$ cat src/rtl/debounce_pkg.sv
// Shared defaults and limits for the debounce bank and its per-channel slices.
// No logic here beyond a constant helper.
// Imported by debounce_ch and debounce_bank.
package debounce_pkg;

  localparam int   CH_DEFAULT      = 4;
  localparam int   CH_MAX          = 32;
  localparam int   CNT_W_DEFAULT   = 20;
  localparam logic RST_VAL_DEFAULT = 1'b0;

  // Number of tick strobes a level must hold before it is accepted.
  function automatic longint unsigned stable_ticks(input int cnt_w);
    return longint'(1) << cnt_w;
  endfunction

endpackage

$ cat src/rtl/debounce_ch.sv
// One debounce channel: two-flop synchroniser, stability counter, level and edge pulses.
// Latency: a clean step reaches out_o 2^CNT_W+2 edges after it is first sampled (tick held 1).
// No backpressure; tick_i only paces the counter.
module debounce_ch
  import debounce_pkg::*;
#(
  parameter int   CNT_W   = CNT_W_DEFAULT,
  parameter logic RST_VAL = RST_VAL_DEFAULT
) (
  input  logic clk,
  input  logic rst,
  input  logic tick_i,
  input  logic in_i,
  output logic out_o,
  output logic onup_o,
  output logic ondn_o
);

  logic             s0_q;
  logic             s1_q;
  logic             out_q;
  logic             out_d;
  logic             onup_q;
  logic             onup_d;
  logic             ondn_q;
  logic             ondn_d;
  logic [CNT_W-1:0] cnt_q;
  logic [CNT_W-1:0] cnt_d;

  // Count ticks while the synchronised level disagrees with out; flip when the counter saturates.
  always_comb begin
    cnt_d  = cnt_q;
    out_d  = out_q;
    onup_d = 1'b0;
    ondn_d = 1'b0;
    if (s1_q == out_q) begin
      // Idle or a bounce back to the accepted level: drop any partial credit.
      cnt_d = '0;
    end else if (tick_i) begin
      if (&cnt_q) begin
        cnt_d  = '0;
        out_d  = ~out_q;
        onup_d = ~out_q;
        ondn_d = out_q;
      end else begin
        cnt_d = cnt_q + CNT_W'(1);
      end
    end
  end

  // Synchroniser and channel state registers; reset wins over everything.
  always_ff @(posedge clk) begin
    if (rst) begin
      s0_q   <= RST_VAL;
      s1_q   <= RST_VAL;
      out_q  <= RST_VAL;
      cnt_q  <= '0;
      onup_q <= 1'b0;
      ondn_q <= 1'b0;
    end else begin
      s0_q   <= in_i;
      s1_q   <= s0_q;
      out_q  <= out_d;
      cnt_q  <= cnt_d;
      onup_q <= onup_d;
      ondn_q <= ondn_d;
    end
  end

  assign out_o  = out_q;
  assign onup_o = onup_q;
  assign ondn_o = ondn_q;

endmodule

$ cat src/rtl/debounce_bank.sv
// Bank of CH independent debounce channels plus a registered any-event flag.
// Latency: any_evt follows an onup/ondn pulse by one cycle.
// No backpressure; tick paces all channel counters together.
module debounce_bank
  import debounce_pkg::*;
#(
  parameter int   CH      = CH_DEFAULT,
  parameter int   CNT_W   = CNT_W_DEFAULT,
  parameter logic RST_VAL = RST_VAL_DEFAULT
) (
  input  logic          clk,
  input  logic          rst,
  input  logic          tick,
  input  logic [CH-1:0] in,
  output logic [CH-1:0] out,
  output logic [CH-1:0] onup,
  output logic [CH-1:0] ondn,
  output logic          any_evt
);

  logic any_evt_q;
  logic any_evt_d;

  for (genvar i = 0; i < CH; i++) begin : g_ch
    debounce_ch #(
      .CNT_W   (CNT_W),
      .RST_VAL (RST_VAL)
    ) u_ch (
      .clk    (clk),
      .rst    (rst),
      .tick_i (tick),
      .in_i   (in[i]),
      .out_o  (out[i]),
      .onup_o (onup[i]),
      .ondn_o (ondn[i])
    );
  end

  // Any channel reporting an edge this cycle.
  always_comb begin
    any_evt_d = |(onup | ondn);
  end

  // Register the summary flag so it trails the per-channel pulses by one cycle.
  always_ff @(posedge clk) begin
    if (rst) begin
      any_evt_q <= 1'b0;
    end else begin
      any_evt_q <= any_evt_d;
    end
  end

  assign any_evt = any_evt_q;

endmodule

$ cat config.mk
export PLATFORM = sky130hd
export DESIGN_NAME = debounce_bank
export DESIGN_NICKNAME = d
export VERILOG_FILES = /design/src/rtl/debounce_pkg.sv /design/src/rtl/debounce_ch.sv /design/src/rtl/debounce_bank.sv
export SDC_FILE = /design/constraint.sdc
export NUM_CORES = 1
export LEC_CHECK = 0
export BUFFER_PORTS_ARGS = -buffer_cell sky130_fd_sc_hd__buf_2
export CORE_ASPECT_RATIO = 2
export CORE_UTILIZATION = 45
export CTS_CLUSTER_SIZE = 30
export DETAILED_ROUTE_END_ITERATION = 8
export GPL_TIMING_DRIVEN = 0
export PLACE_DENSITY_LB_ADDON = 0.08
export SETUP_SLACK_MARGIN = 0.3
export SLEW_MARGIN = 10
export SYNTH_ARGS = -nofsm -noshare
export SYNTH_HDL_FRONTEND = slang
export SYNTH_SLANG_ARGS = --single-unit
$ cat constraint.sdc
create_clock -name clk -period 2.1 [get_ports clk]
set_clock_uncertainty 0.05 [all_clocks]
set_input_delay 0.315 -clock clk [delete_from_list [all_inputs] [get_ports clk]]
set_output_delay 0.315 -clock clk [all_outputs]
set_load 0.01 [all_outputs]
---- Word-level counts from Yosys, hierarchy flattened ----
Index checks and enable logic that the tools add are counted.
word-level totals
  word-level logic and storage cells ...... 68
  output and inout bits ................... 13
  bits of input ports ..................... 7
  bits in registers ....................... 101
operators by class
  bitwise gates (word level) .............. 14
  $add $sub $neg .......................... 4
  reduce and logical (&&, ||, !) cells .... 17
  equality and inequality tests ........... 4
  mux-type cells .......................... 4
operators with widths
  operator                                       count
  AND reduction 22 bit                           4
  adder 20 x 1 -> 20 bit, second input constant  4
  2-to-1 mux 20 bit                              4
  AND reduction 20 bit                           4
  OR reduction 4 bit                             5
  NOT 1 bit                                      13
  OR reduction 2 bit                             4
  equality test 1 bit                            4
  bitwise OR 4 bit                               1

---- Depth between registers and ports, before layout ----
Gate-level depths: netlist of run 1.
  depth in word-level cells ............... 3
  depth in mapped cells ................... 7
  depth with buffers taken out ............ 5

---- By module ----
Synthesis of run 1 repeated with hierarchy kept, for this count alone.
second synthesis, totals
  cells, all modules ...................... 504
  area, all modules ....................... 4401.7 um2
modules (own cells, without submodules)
  module         cells an instance  instances  sequential area each (um2)  area each (um2)
  debounce_ch    125                4          500.5                       1091.0
  debounce_bank  4                  1          20.0                        37.5

---- Least setup slack after synthesis of run 1 ----
Ideal clock, no wire load.
  path type ............................... flip-flop to flip-flop
  from .................................... register g_ch[1].u_ch.cnt_q[0]
  to ...................................... register g_ch[1].u_ch.cnt_q[11]
  setup slack ............................. 129 ps
  clock period less this slack ............ 1971 ps
  library setup time ...................... 117 ps
  arrival ................................. 1804 ps
  required time ........................... 1933 ps
  stages on the path, launching flop included .. 8
  path buffers ............................ 2
  path through ............................ dfxtp_1 -> ha_1 -> nand3_2 -> or4_4 -> buf_6 -> o21ai_2 -> buf_2 -> nor2_1
between the ends
  word-level cells in the longest chain between the ends .. 2
  elaborated cells between the ends (all ways) .. 3
  classes of those cells .................. add/sub (1); mux (1); reduce/logical (1)
ends and longest elaborated chain
  what                                                            RTL line                              RTL
  start: declaration                                              debounce_ch.sv:27                     logic [CNT_W-1:0] cnt_q;
  start signal: assignment                                        debounce_ch.sv:64                     cnt_q <= cnt_d;
  adder 20 x 1 -> 20 bit or AND reduction 20 bit (tied branches)  debounce_ch.sv:46, debounce_ch.sv:40
  2-to-1 mux 20 bit *                                             debounce_ch.sv:40                     if (&cnt_q) begin
Every way passes the cells marked *; elsewhere a longest branch is shown, timed or not.
A chain may end at the register's enable or synchronous reset.

---- Worst setup path in the final report of run 1 ----
  from .................................... register g_ch[1].u_ch.cnt_q[3]
  to ...................................... register g_ch[1].u_ch.out_q
between the ends
  word-level cells in the longest chain between the ends .. 1
ends and longest elaborated chain
  what                                   RTL line           RTL
  AND reduction 22 bit (no source line)  --
  end signal: assignment                 debounce_ch.sv:63  out_q <= out_d;
  end: declaration                       debounce_ch.sv:21  logic out_q;
Every way passes these cells.

==> results of run 1 <==
## worst max path at each step
stage / start / end / slack (ns)
floorplan: g_ch[1].u_ch.cnt_q[1]$_SDFFE_PP0P_ / g_ch[1].u_ch.out_o$_SDFFE_PP0P_ / 0.26
global placement: tick / g_ch[2].u_ch.cnt_q[6]$_SDFFE_PP0P_ / -0.11
detailed placement: tick / g_ch[2].u_ch.cnt_q[5]$_SDFFE_PP0P_ / -0.14
CTS: g_ch[1].u_ch.cnt_q[0]$_SDFFE_PP0P_ / g_ch[1].u_ch.out_o$_SDFFE_PP0P_ / 0.18
global route: g_ch[1].u_ch.cnt_q[3]$_SDFFE_PP0P_ / g_ch[1].u_ch.out_o$_SDFFE_PP0P_ / 0.22
finish: g_ch[1].u_ch.cnt_q[3]$_SDFFE_PP0P_ / g_ch[1].u_ch.out_o$_SDFFE_PP0P_ / 0.25
## power by group through the flow
stage | combinational [uW] | clock, uW | sequential (uW)
final | 70.2 | 1720 | 1910
after global routing | 78.1 | 1840 | 1910
after CTS | 68.6 | 1760 | 1920
after detailed placement | 61.7 | 0 | 1970
after global placement | 60.4 | 0 | 1970
after floorplan | 42.2 | 0 | 1970
## metrics by stage
stage	worst slack, ns	hold slack, ns	total power [uW]	cells	util
floorplan	0.257	0.364	2010	507	-
detailed placement	-0.136	0.375	2030	657	0.493
global placement	-0.109	0.370	2030	657	0.493
CTS	0.177	0.120	3750	694	0.553
finish	0.253	0.122	3700	708	0.578
global route	0.218	0.134	3830	708	0.578
## routing by layer
layer	wire, um	track usage	part of all wire
met1	4070	0.216	0.43
met2	5120	0.358	0.54
met3	177	0.0302	0.019
met4	198	0.0888	0.021
met5	0	0	0
## cell type report
| class | instances | area (um^2) | area share |
|---|---|---|---|
| repair buffers | 53 | 368 | 0.0652 |
| clock buffers | 9 | 225 | 0.0399 |
| well taps | 132 | 165 | 0.0293 |
| clock inverters | 7 | 82.6 | 0.0146 |
| inverters | 14 | 52.6 | 0.00931 |
| multi-input cells | 360 | 2420 | 0.428 |
| flip-flops and latches | 101 | 2100 | 0.372 |
| plain buffers | 32 | 230 | 0.0408 |
## sequential cells by signal, indices dropped and copies added, names as in the netlist
name,cells
g_ch.u_ch.onup_o,4
g_ch.u_ch.s1_q,4
g_ch.u_ch.s0_q,4
any_evt,1
g_ch.u_ch.ondn_o,4
g_ch.u_ch.out_o,4
g_ch.u_ch.cnt_q,80
## worst max-delay path: stages (launching register included)
cell,delay [ns]
dfxtp_4,0.37
nand3_4,0.13
or4_4,0.55
buf_6,0.15
or4_4,0.47
o21ai_2,0.07
## cell families after synthesis
kind of cell             Yosys count
adder cells (fa/ha/maj)            4
XOR/XNOR                          56
flip-flops                       101
AO/OA/AOI/OAI                     61
buffers and inverters             46
AND/OR/NAND/NOR                  234
multiplexers                       5
## what timing repair did
item                                   in CTS  in global routing
endpoints found under the hold margin       0                  0
buffers inserted                           20                 13
setup endpoints to repair                  78                 78
resized for setup                          42                 62
pin swaps                                  28                 11
gates cloned                                1                  1
## cells in the mapped netlist, types with 2 or more instances
| cell | n | area share |
|---|---|---|
| dfxtp_1 | 101 | 0.45 |
| nor2_1 | 65 | 0.054 |
| xnor2_1 | 32 | 0.062 |
| nand4_1 | 26 | 0.036 |
| a21oi_1 | 25 | 0.028 |
| nand3_1 | 24 | 0.027 |
| xor2_1 | 24 | 0.047 |
| nand2_1 | 22 | 0.018 |
| nor4_1 | 17 | 0.024 |
| inv_1 | 14 | 0.012 |
| buf_4 | 13 | 0.022 |
| or3_1 | 13 | 0.018 |
| clkbuf_1 | 12 | 0.010 |
| o21ai_0 | 12 | 0.013 |
| or4_1 | 12 | 0.020 |
| nor3_1 | 9 | 0.010 |
| o31ai_1 | 9 | 0.015 |
| and4_1 | 8 | 0.016 |
| nor2b_1 | 8 | 0.011 |
| and3_1 | 7 | 0.0097 |
| buf_2 | 6 | 0.0066 |
| mux2i_1 | 5 | 0.011 |
| nand2b_1 | 5 | 0.0069 |
| and2_1 | 4 | 0.0055 |
| ha_1 | 4 | 0.011 |
| o311ai_0 | 3 | 0.0058 |
| or2_2 | 3 | 0.0042 |
| a21boi_0 | 2 | 0.0033 |
| a31oi_1 | 2 | 0.0028 |
| nand3b_1 | 2 | 0.0033 |
| nand4_2 | 2 | 0.0055 |
==> run summary, run 1 <==
Synth cell types -> 47
Critical Path RT -> 2.33 ns
first-pass GRT wire length -> 16000 um
commonest cells after routing, fill and taps aside -> dfxtp_1 (64), nor2_1 (61), buf_4 (43)
DIE HEIGHT -> 144 um
FF-to-FF Start -> g_ch[1].u_ch.cnt_q[3]$_SDFFE_PP0P_
Post-Syn Area per Cell -> 8.91 um^2
combinational family with the most area after synthesis -> simple AND/OR/NAND/NOR gates
Syn Nets -> 518
R2R setup slack -> 0.25 ns
Root Driver -> clkbuf_16
Reg2Reg Capture Point -> g_ch[1].u_ch.out_o$_SDFFE_PP0P_
Rows -> 51
port bufs -> 18
GP Congestion -> 0.766
CTS Buf Count -> 9
Initial Util -> 0.463
setup violators final -> 0
worst reg2reg path depth -> 5
Fillers -> 856
die width -> 72.9 um
P_leak -> 0.00185 uW
First-pass DRT Iterations -> 4
num ports -> 20
worst skew pair latency -> 0.35 ns
Detail Route Antenna Nets -> 0
gr ovfl total -> 0
Switching Fraction -> 0.223
cell area after layout -> 5640 um^2
fraction of layout cells with a size suffix above 1 -> 0.297
Logic pwr share -> 0.019
H-tree levels -> 3
Compound-Gate Fraction of Synth Area -> 0.0856
Hold Path Sink -> g_ch[0].u_ch.s0_q$_SDFF_PP0_
Final Max Tran Viols -> 0
Peak VDD IR -> 0.433 mV
worst hold path depth -> 2
number of flops mapped to enable cells by yosys -> 0
vias in the first global route -> 3571
final worst-path cycle share -> 0.880
total clock sinks -> 101
Net count, final -> 582
hold buffers post-CTS -> 0
initial antenna violation count -> 0
largest net degree at the start of global routing -> 19
relative slew slack -> 0.627
DRC viols -> 0
CP Class -> flop to flop
Mapped Cells -> 507
Max-cap violations -> 0
routed via count -> 3734
Crit. End Element -> flop
cell area after synthesis -> 4520 um^2
Worst Hold Launch -> in[0]
routed vias/inst -> 5.27
critical path fanouts, max -> 8
Arrival @ worst endpoint -> 2.08 ns
simple-gate area share of the yosys netlist -> 0.284
Post-DP Area -> 4810 um^2
Psw -> 824 uW
P&R area growth vs syn -> 24.9%
area of the core -> 9760 um^2
register bit total from synthesis -> 101
clock network power share -> 0.465
Antenna Cells -> 0
register area share after synthesis -> 0.448
Clock Path Buffers -> 2
PD cells -> 656 nW/um^2
top_reg_cell synth -> dfxtp_1
Yosys warnings -> 0
kind of start point of the critical path -> flop
most common cell after layout, fill and taps aside -> dfxtp_1
CTS tree -> built
drt wl/cell -> 13.5 um
Worst Hold Class -> input port to flop
post-synthesis mux area share -> 0.0111
asr flop ratio synth -> 0
Total GRT Usage -> 0.196
post-synthesis xor/xnor area fraction -> 0.109
Worst-Margin Slew -> 0.554 ns
area share of fa/ha/maj cells after synthesis -> 0.0111
RSZ-0062 raised after global routing -> yes
Max Fclk -> 541 MHz
status -> finished clean
part of the power in registers -> 0.516
final WL -> 9560 um
post-layout min period -> 1.85 ns
dpl hpwl -> 6370 um
Die ar. -> 10500 um^2
Hold Violations, Final -> 0
setup TNS -> 0 ns
CTS clk-pin slew, worst paths -> 0.08 ns
Internal Dissipation -> 2880 uW
DR iter-0 viols -> 172
Power figures use the tool's default switching activity.
==> inputs of run 2 (changes only) <==
Settings changed: CORE_MARGIN set to 4, CORE_UTILIZATION 45 to 55, SLEW_MARGIN 10 to not set.
==> run 2 against run 1 <==
Compared with the run above:
- non-clock buffer count down 2
- global-route usage up 0.87 points
- hold slack better by 0.0080 ns
- largest power group unchanged
==> run summary, run 2 (synthesized netlist as in run 1, its figures left out) <==
CP Class -> flop to flop
Setup WS post-layout -> 0.289 ns (+0.0360 ns)
Arrival @ worst endpoint -> 2.04 ns (-0.04 ns)
FF-to-FF Start -> g_ch[1].u_ch.cnt_q[11]$_SDFFE_PP0P_
fraction of layout cells with a size suffix above 1 -> 0.272 (-0.0251)
port bufs -> 18 (unchanged)
Hold Violations, Final -> 0 (unchanged)
slowest stage delay, CP -> 0.53 ns (-0.02 ns)
RSZ-0062 raised after global routing -> yes
Net count, final -> 580 (-0.34%)
slowest stage cell, crit path -> or4_4
status -> finished clean
Largest register FFs -> 80 (unchanged)
critical-path cell list -> nand4_1 -> or4_4 -> buf_6 -> or4_1 -> o21ai_1
P&R area growth vs syn -> 21.8%
DRC viols -> 0 (unchanged)
setup TNS -> 0 ns (unchanged)
vias in the first global route -> 3643 (+2.0%)
Root Driver -> clkbuf_16
R2R setup slack -> 0.29 ns (+0.04 ns)
routed via count -> 3752 (+0.48%)
total clock sinks -> 101 (unchanged)
First-pass DRT Iterations -> 4 (unchanged)
drt wl/cell -> 14.1 um (+4.0%)
post-layout min period -> 1.81 ns (-0.0360 ns)
Final Max Tran Viols -> 0 (unchanged)
worst skew pair latency -> 0.34 ns (about the same)
Die ar. -> 9820 um^2 (-6.2%)
grt met2 use -> 0.366 (+0.00890)
final worst-path cycle share -> 0.862 (-0.0172)
routed vias/inst -> 5.60 (+6.2%)
PD cells -> 646 nW/um^2 (-1.6%)
Final Non-Filler Cells -> 670 (-5.4%)
P_leak -> 0.00182 uW (-1.3%)
Crit. End Element -> flop
largest net degree at the start of global routing -> 18 (-1)
Rows -> 46 (-9.8%)
critical path fanouts, max -> 8 (unchanged)
Most Crowded Layer GR -> met2
initial antenna violation count -> 0 (unchanged)
H-tree levels -> 3 (unchanged)
Worst Hold Launch -> in[3]
Total GRT Usage -> 0.204 (+0.00871)
Worst Hold Class -> input port to flop
final WL -> 9410 um (-1.5%)
relative slew slack -> 0.628 (+0.00140)
die width -> 72.1 um (-1.0%)
Initial Util -> 0.565 (+0.102)
CTS Buf Count -> 9 (unchanged)
GR Layer Usage met3 -> 0.0437 (+0.0135)
Worst Setup SP -> g_ch[1].u_ch.cnt_q[11]$_SDFFE_PP0P_
gr ovfl total -> 0 (unchanged)
placed cells -> 621 (-5.5%)
commonest cells after routing, fill and taps aside -> nor2_1 (65), dfxtp_1 (65), buf_4 (42)
Clock Path Buffers -> 2 (unchanged)
Critical Path RT -> 2.33 ns (about the same)
Detail Route Antenna Nets -> 0 (unchanged)
global-route track usage on met1 -> 0.227 (+0.0107)
overall power -> 3550 uW (-4.0%)
Antenna Cells -> 0 (unchanged)
Worst-Margin Slew -> 0.552 ns (-0.00208 ns)
GP Congestion -> 0.741 (-3.3%)
setup violators final -> 0 (unchanged)
dpl hpwl -> 6280 um (-1.4%)
Biggest register -> g_ch.u_ch.cnt_q
CTS tree -> built
first-pass GRT wire length -> 16200 um (+1.1%)
Max Fclk -> 552 MHz (+2.0%)
CTS clk-pin slew, worst paths -> 0.07 ns (about the same)
kind of start point of the critical path -> flop
area of the core -> 8000 um^2 (-18%)
DR iter-0 viols -> 183 (+6.4%)
Fillers -> 639 (-25%)
Place WS -> -0.117 ns (+0.0191 ns)
Peak VDD IR -> 0.455 mV (+5.2%)
num ports -> 20 (unchanged)
Max-cap violations -> 0 (unchanged)
DIE HEIGHT -> 136 um (-5.2%)
run 2: worst max-delay path, delay by kind of cell (launching register included):
family | cells | cell delay (ns)
simple gates | 3 | 1.11
buf+inv | 1 | 0.15
compound gates | 1 | 0.08
flops | 1 | 0.36
run 2: stage by stage:
stage,utilization,hold WS [ns],instance area [um^2]
after floorplan,-,0.364,4560
after global placement,0.596,0.367,4770
after detailed placement,0.596,0.375,4770
after CTS,0.671,0.120,5370
after global routing,0.688,0.127,5500
final,0.688,0.130,5500
run 2: routing by layer:
| metal | vias up | routed length (um) |
|---|---|---|
| met5 | - | 0 |
| met4 | 0 | 158 |
| met3 | 14 | 244 |
| met2 | 53 | 5160 |
| met1 | 1773 | 3850 |
| li1 | 1912 | - |
run 2: final timing paths:
check / cells past startpoint / to
setup / recovery: 5 / g_ch[1].u_ch.out_o$_SDFFE_PP0P_
hold / removal: 2 / g_ch[3].u_ch.s0_q$_SDFF_PP0_
setup reg to reg: 5 / g_ch[1].u_ch.out_o$_SDFFE_PP0P_
hold reg to reg: 1 / g_ch[2].u_ch.s1_q$_SDFF_PP0_
run 2: timing repair:
| action | in CTS | in global routing |
|---|---|---|
| pin swaps | 15 | 10 |
| resized for setup | 47 | 36 |
| gates cloned | 2 | 0 |
| buffers inserted | 23 | 8 |
| hold buffers | 0 | 0 |
| setup endpoints to repair | 77 | 64 |
run 2: final cells by class:
type	count	area (um^2)	share of cell area
multi-input cells	360	2380	0.432
clock buffers	10	239	0.0434
repair buffers	51	353	0.0641
well taps	96	120	0.0218
inverters	14	52.6	0.00955
plain buffers	32	225	0.0409
flip-flops and latches	101	2090	0.380
clock inverters	6	43.8	0.00796
run 2: report_power, final:
group | internal, uW | leakage, uW | switching [uW]
logic | 29.8 | 0.000846 | 39.1
registers | 1910 | 0.000836 | 4.92
clock network | 842 | 0.000139 | 727
==> inputs of run 3 (changes only) <==
Settings changed: ABC_AREA set to 1, BUFFER_PORTS_ARGS -buffer_cell sky130_fd_sc_hd__buf_2 to -buffer_cell sky130_fd_sc_hd__clkbuf_2, CORE_UTILIZATION 55 to 56.
==> run 3 against run 2 <==
Compared with the run above:
- global-route usage grew 1.4 points
- hold slack got worse by 0.028 ns
- sequential power hardly changed
- largest cell class unchanged
- critical path depth increased by 4
- count of clock-buffer cells in the layout is 1 higher
- synthesized cell count grew 42%
- fmax grew 9.1%
- largest power group unchanged
- combinational power rose by 18%
- non-clock buffer count shrank 47
==> run summary, run 3 <==
slowest stage delay, CP -> 0.38 ns (-0.15 ns)
Root Driver -> clkbuf_16
routed vias/inst -> 5.18 (-7.6%)
Worst-Margin Slew -> 0.501 ns (-0.0514 ns)
relative slew slack -> 0.663 (+0.0346)
P_leak -> 0.00200 uW (+9.9%)
asr flop ratio synth -> 0 (unchanged)
top cell type's share of synthesized area -> 0.404 (-0.0437)
total clock sinks -> 101 (unchanged)
overall power -> 3710 uW (+4.4%)
cell area after synthesis -> 5010 um^2 (+11%)
Synth cell types -> 35 (-26%)
Post-Syn Area per Cell -> 6.96 um^2 (-22%)
port bufs -> 17 (-1)
Max-cap violations -> 0 (unchanged)
Internal Dissipation -> 2940 uW (+5.6%)
Mapped Cells -> 719 (+42%)
Final Max Tran Viols -> 0 (unchanged)
Hold Violations, Final -> 0 (unchanged)
H-tree levels -> 3 (unchanged)
post-synthesis mux area share -> 0.00200 (-0.00908)
First-pass DRT Iterations -> 4 (unchanged)
Largest register FFs -> 80 (unchanged)
slowest stage cell, crit path -> dfxtp_1
setup TNS -> 0 ns (unchanged)
DIE HEIGHT -> 142 um (+4.1%)
Compound-Gate Fraction of Synth Area -> 0.0572 (-0.0284)
most common cell after layout, fill and taps aside -> nor2_1
Worst Hold Class -> input port to flop
post-synthesis xor/xnor area fraction -> 0.0490 (-0.0596)
vias in the first global route -> 4411 (+21%)
Antenna Cells -> 0 (unchanged)
P&R area growth vs syn -> 10.7%
critical-path cell list -> ha_1 -> nand2_1 -> nor2_1 -> nand3_1 -> nor2_4 -> nand2_2 -> nand2_4 -> buf_6 -> nor2_1
Yosys warnings -> 0 (unchanged)
number of flops mapped to enable cells by yosys -> 0 (unchanged)
Crit path top cell by count -> nor2_1
Detail Route Antenna Nets -> 0 (unchanged)
Switching Fraction -> 0.208 (-0.00871)
Synth area leader -> dfxtp_1
Setup Buffers After CTS -> 0 (-100%)
status -> finished clean
DRC viols -> 0 (unchanged)
Arrival @ worst endpoint -> 1.84 ns (-0.20 ns)
Max Fclk -> 603 MHz (+9.1%)
GP Congestion -> 0.919 (+24%)
Logic pwr share -> 0.022 (+0.003)
Hold Slack -> 0.102 ns (-0.0282 ns)
Total GRT Usage -> 0.218 (+0.0137)
DR iter-0 viols -> 229 (+25%)
Die ar. -> 10600 um^2 (+8.1%)
CTS clk-pin slew, worst paths -> 0.07 ns (about the same)
Clock Path Buffers -> 2 (unchanged)
Psw -> 773 uW (+0.24%)
Setup WS post-layout -> 0.441 ns (+0.152 ns)
Place WS -> 0.429 ns (+0.546 ns)
post-layout min period -> 1.66 ns (-0.152 ns)
Peak VDD IR -> 0.443 mV (-2.8%)
PD cells -> 670 nW/um^2 (+3.7%)
gr ovfl total -> 0 (unchanged)
Commonest cells post-synth -> nor2_1 (164), nand2_1 (158), dfxtp_1 (101)
Initial Util -> 0.575 (+0.0103)
top post-synthesis cells by area -> dfxtp_1 (40%), nor2_1 (12%), nand2_1 (12%)
combinational family with the most area after synthesis -> simple AND/OR/NAND/NOR gates
final WL -> 10600 um (+12%)
kind of start point of the critical path -> flop
die width -> 74.9 um (+3.8%)
most common cell in the synthesized netlist -> nor2_1
drt wl/cell -> 12.4 um (-12%)
top_reg_cell synth -> dfxtp_1
initial antenna violation count -> 0 (unchanged)
clock network power share -> 0.459 (+0.017)
register bit total from synthesis -> 101 (unchanged)
fraction of layout cells with a size suffix above 1 -> 0.132 (-0.140)
CTS Buf Count -> 9 (unchanged)
Net count, final -> 758 (+31%)
simple-gate area share of the yosys netlist -> 0.385 (+0.101)
num ports -> 20 (unchanged)
cell area after layout -> 5540 um^2 (+0.73%)
first-pass GRT wire length -> 18300 um (+13%)
part of the power in registers -> 0.519 (-0.020)
dpl hpwl -> 8080 um (+29%)
CTS tree -> built
Syn Nets -> 730 (+41%)
Crit. End Element -> flop
RSZ-0062 raised after global routing -> yes
area share of fa/ha/maj cells after synthesis -> 0.0100 (-0.00108)
critical path fanouts, max -> 10 (+2)
area of the core -> 8710 um^2 (+8.9%)
routed via count -> 4410 (+18%)
Biggest register -> g_ch.u_ch.cnt_q
largest net degree at the start of global routing -> 17 (-1)
Critical Path RT -> 2.28 ns (-0.05 ns)
Rows -> 48 (+4.3%)
setup violators final -> 0 (unchanged)
CP Class -> flop to flop
commonest cells after routing, fill and taps aside -> nor2_1 (162), nand2_1 (158), dfxtp_1 (100)
Post-DP Area -> 5220 um^2 (+9.4%)
final worst-path cycle share -> 0.790 (-0.0722)
worst skew pair latency -> 0.34 ns (about the same)
register area share after synthesis -> 0.404 (-0.0437)
## run 3: cell types whose count changed in the layout (fill, tap and decap cells not counted), moves of 13 or more
cell and delta:
inv_1 +63, dfxtp_1 +35, nor4_1 -13, nand4_1 -15, buf_2 -19, buf_4 -30
dfxtp_2 -26, nand2_1 +138, clkbuf_2 +13, xnor2_1 -23, nor2_1 +97
## run 3: metrics by stage
| stage | cells | util |
|---|---|---|
| final | 852 | 0.636 |
| after global routing | 852 | 0.636 |
| after CTS | 852 | 0.635 |
| after detailed placement | 836 | 0.599 |
| after global placement | 836 | 0.599 |
| after floorplan | 719 | - |
## run 3: critical path, delay by kind of cell (launching register included)
kind	cells	cell delay, ns
buffers and inverters	1	0.14
adders and majority gates	1	0.21
and+or+nand+nor	7	0.76
DFF	1	0.38
## run 3: logic make-up (layout without fill, tap and decap cells)
group                    count (synthesis)  count (layout)
AND/OR/NAND/NOR                        433             433
flip-flops                             101             101
buffers and inverters                  100             133
AO/OA/AOI/OAI                           52              52
XOR/XNOR                                28              28
adder cells (fa/ha/maj)                  4               4
multiplexers                             1               1
## run 3: timing repair
action                                  CTS  global route
hold buffers                              0             0
endpoints found under the setup margin    0             4
gates resized for setup                   0             5
## run 3: worst paths after layout
kind                                                    startpoint                             endpoint  slack (ns)  cells after the start
worst min-delay path                                         in[0]         g_ch[0].u_ch.s0_q$_SDFF_PP0_        0.10                      3
worst max register to register  g_ch[2].u_ch.cnt_q[1]$_SDFFE_PP0P_  g_ch[2].u_ch.cnt_q[10]$_SDFFE_PP0P_        0.44                      9
worst min register to register        g_ch[3].u_ch.s0_q$_SDFF_PP0_         g_ch[3].u_ch.s1_q$_SDFF_PP0_        0.35                      2
worst max-delay path            g_ch[2].u_ch.cnt_q[1]$_SDFFE_PP0P_  g_ch[2].u_ch.cnt_q[10]$_SDFFE_PP0P_        0.44                      9
## run 3: routing by layer
layer | vias to the layer above | track usage | wire, um
met5 | - | 0 | 0
met4 | 0 | 0.110 | 288
met3 | 23 | 0.0305 | 245
met2 | 58 | 0.407 | 5850
met1 | 2022 | 0.222 | 4190
li1 | 2307 | - | -
## run 3: final cells by class
| cell class | count | area [um^2] |
|---|---|---|
| buffer | 19 | 160 |
| clock buffer | 11 | 253 |
| clock inverter | 5 | 58.8 |
| fill | 807 | 3170 |
| inverter | 81 | 305 |
| multi-input combinational | 518 | 2530 |
| sequential | 101 | 2020 |
| tap | 100 | 125 |
| timing repair buffer | 17 | 85.1 |
## run 3: power groups by stage
stage / Sequential (uW) / Combinational [uW] / Clock (uW)
floorplan: 1970 / 58.0 / 0
CTS: 1930 / 83.4 / 1740
global route: 1930 / 91.5 / 1820
finish: 1930 / 81.4 / 1700
global placement: 1970 / 81.6 / 0
detailed placement: 1970 / 83.1 / 0
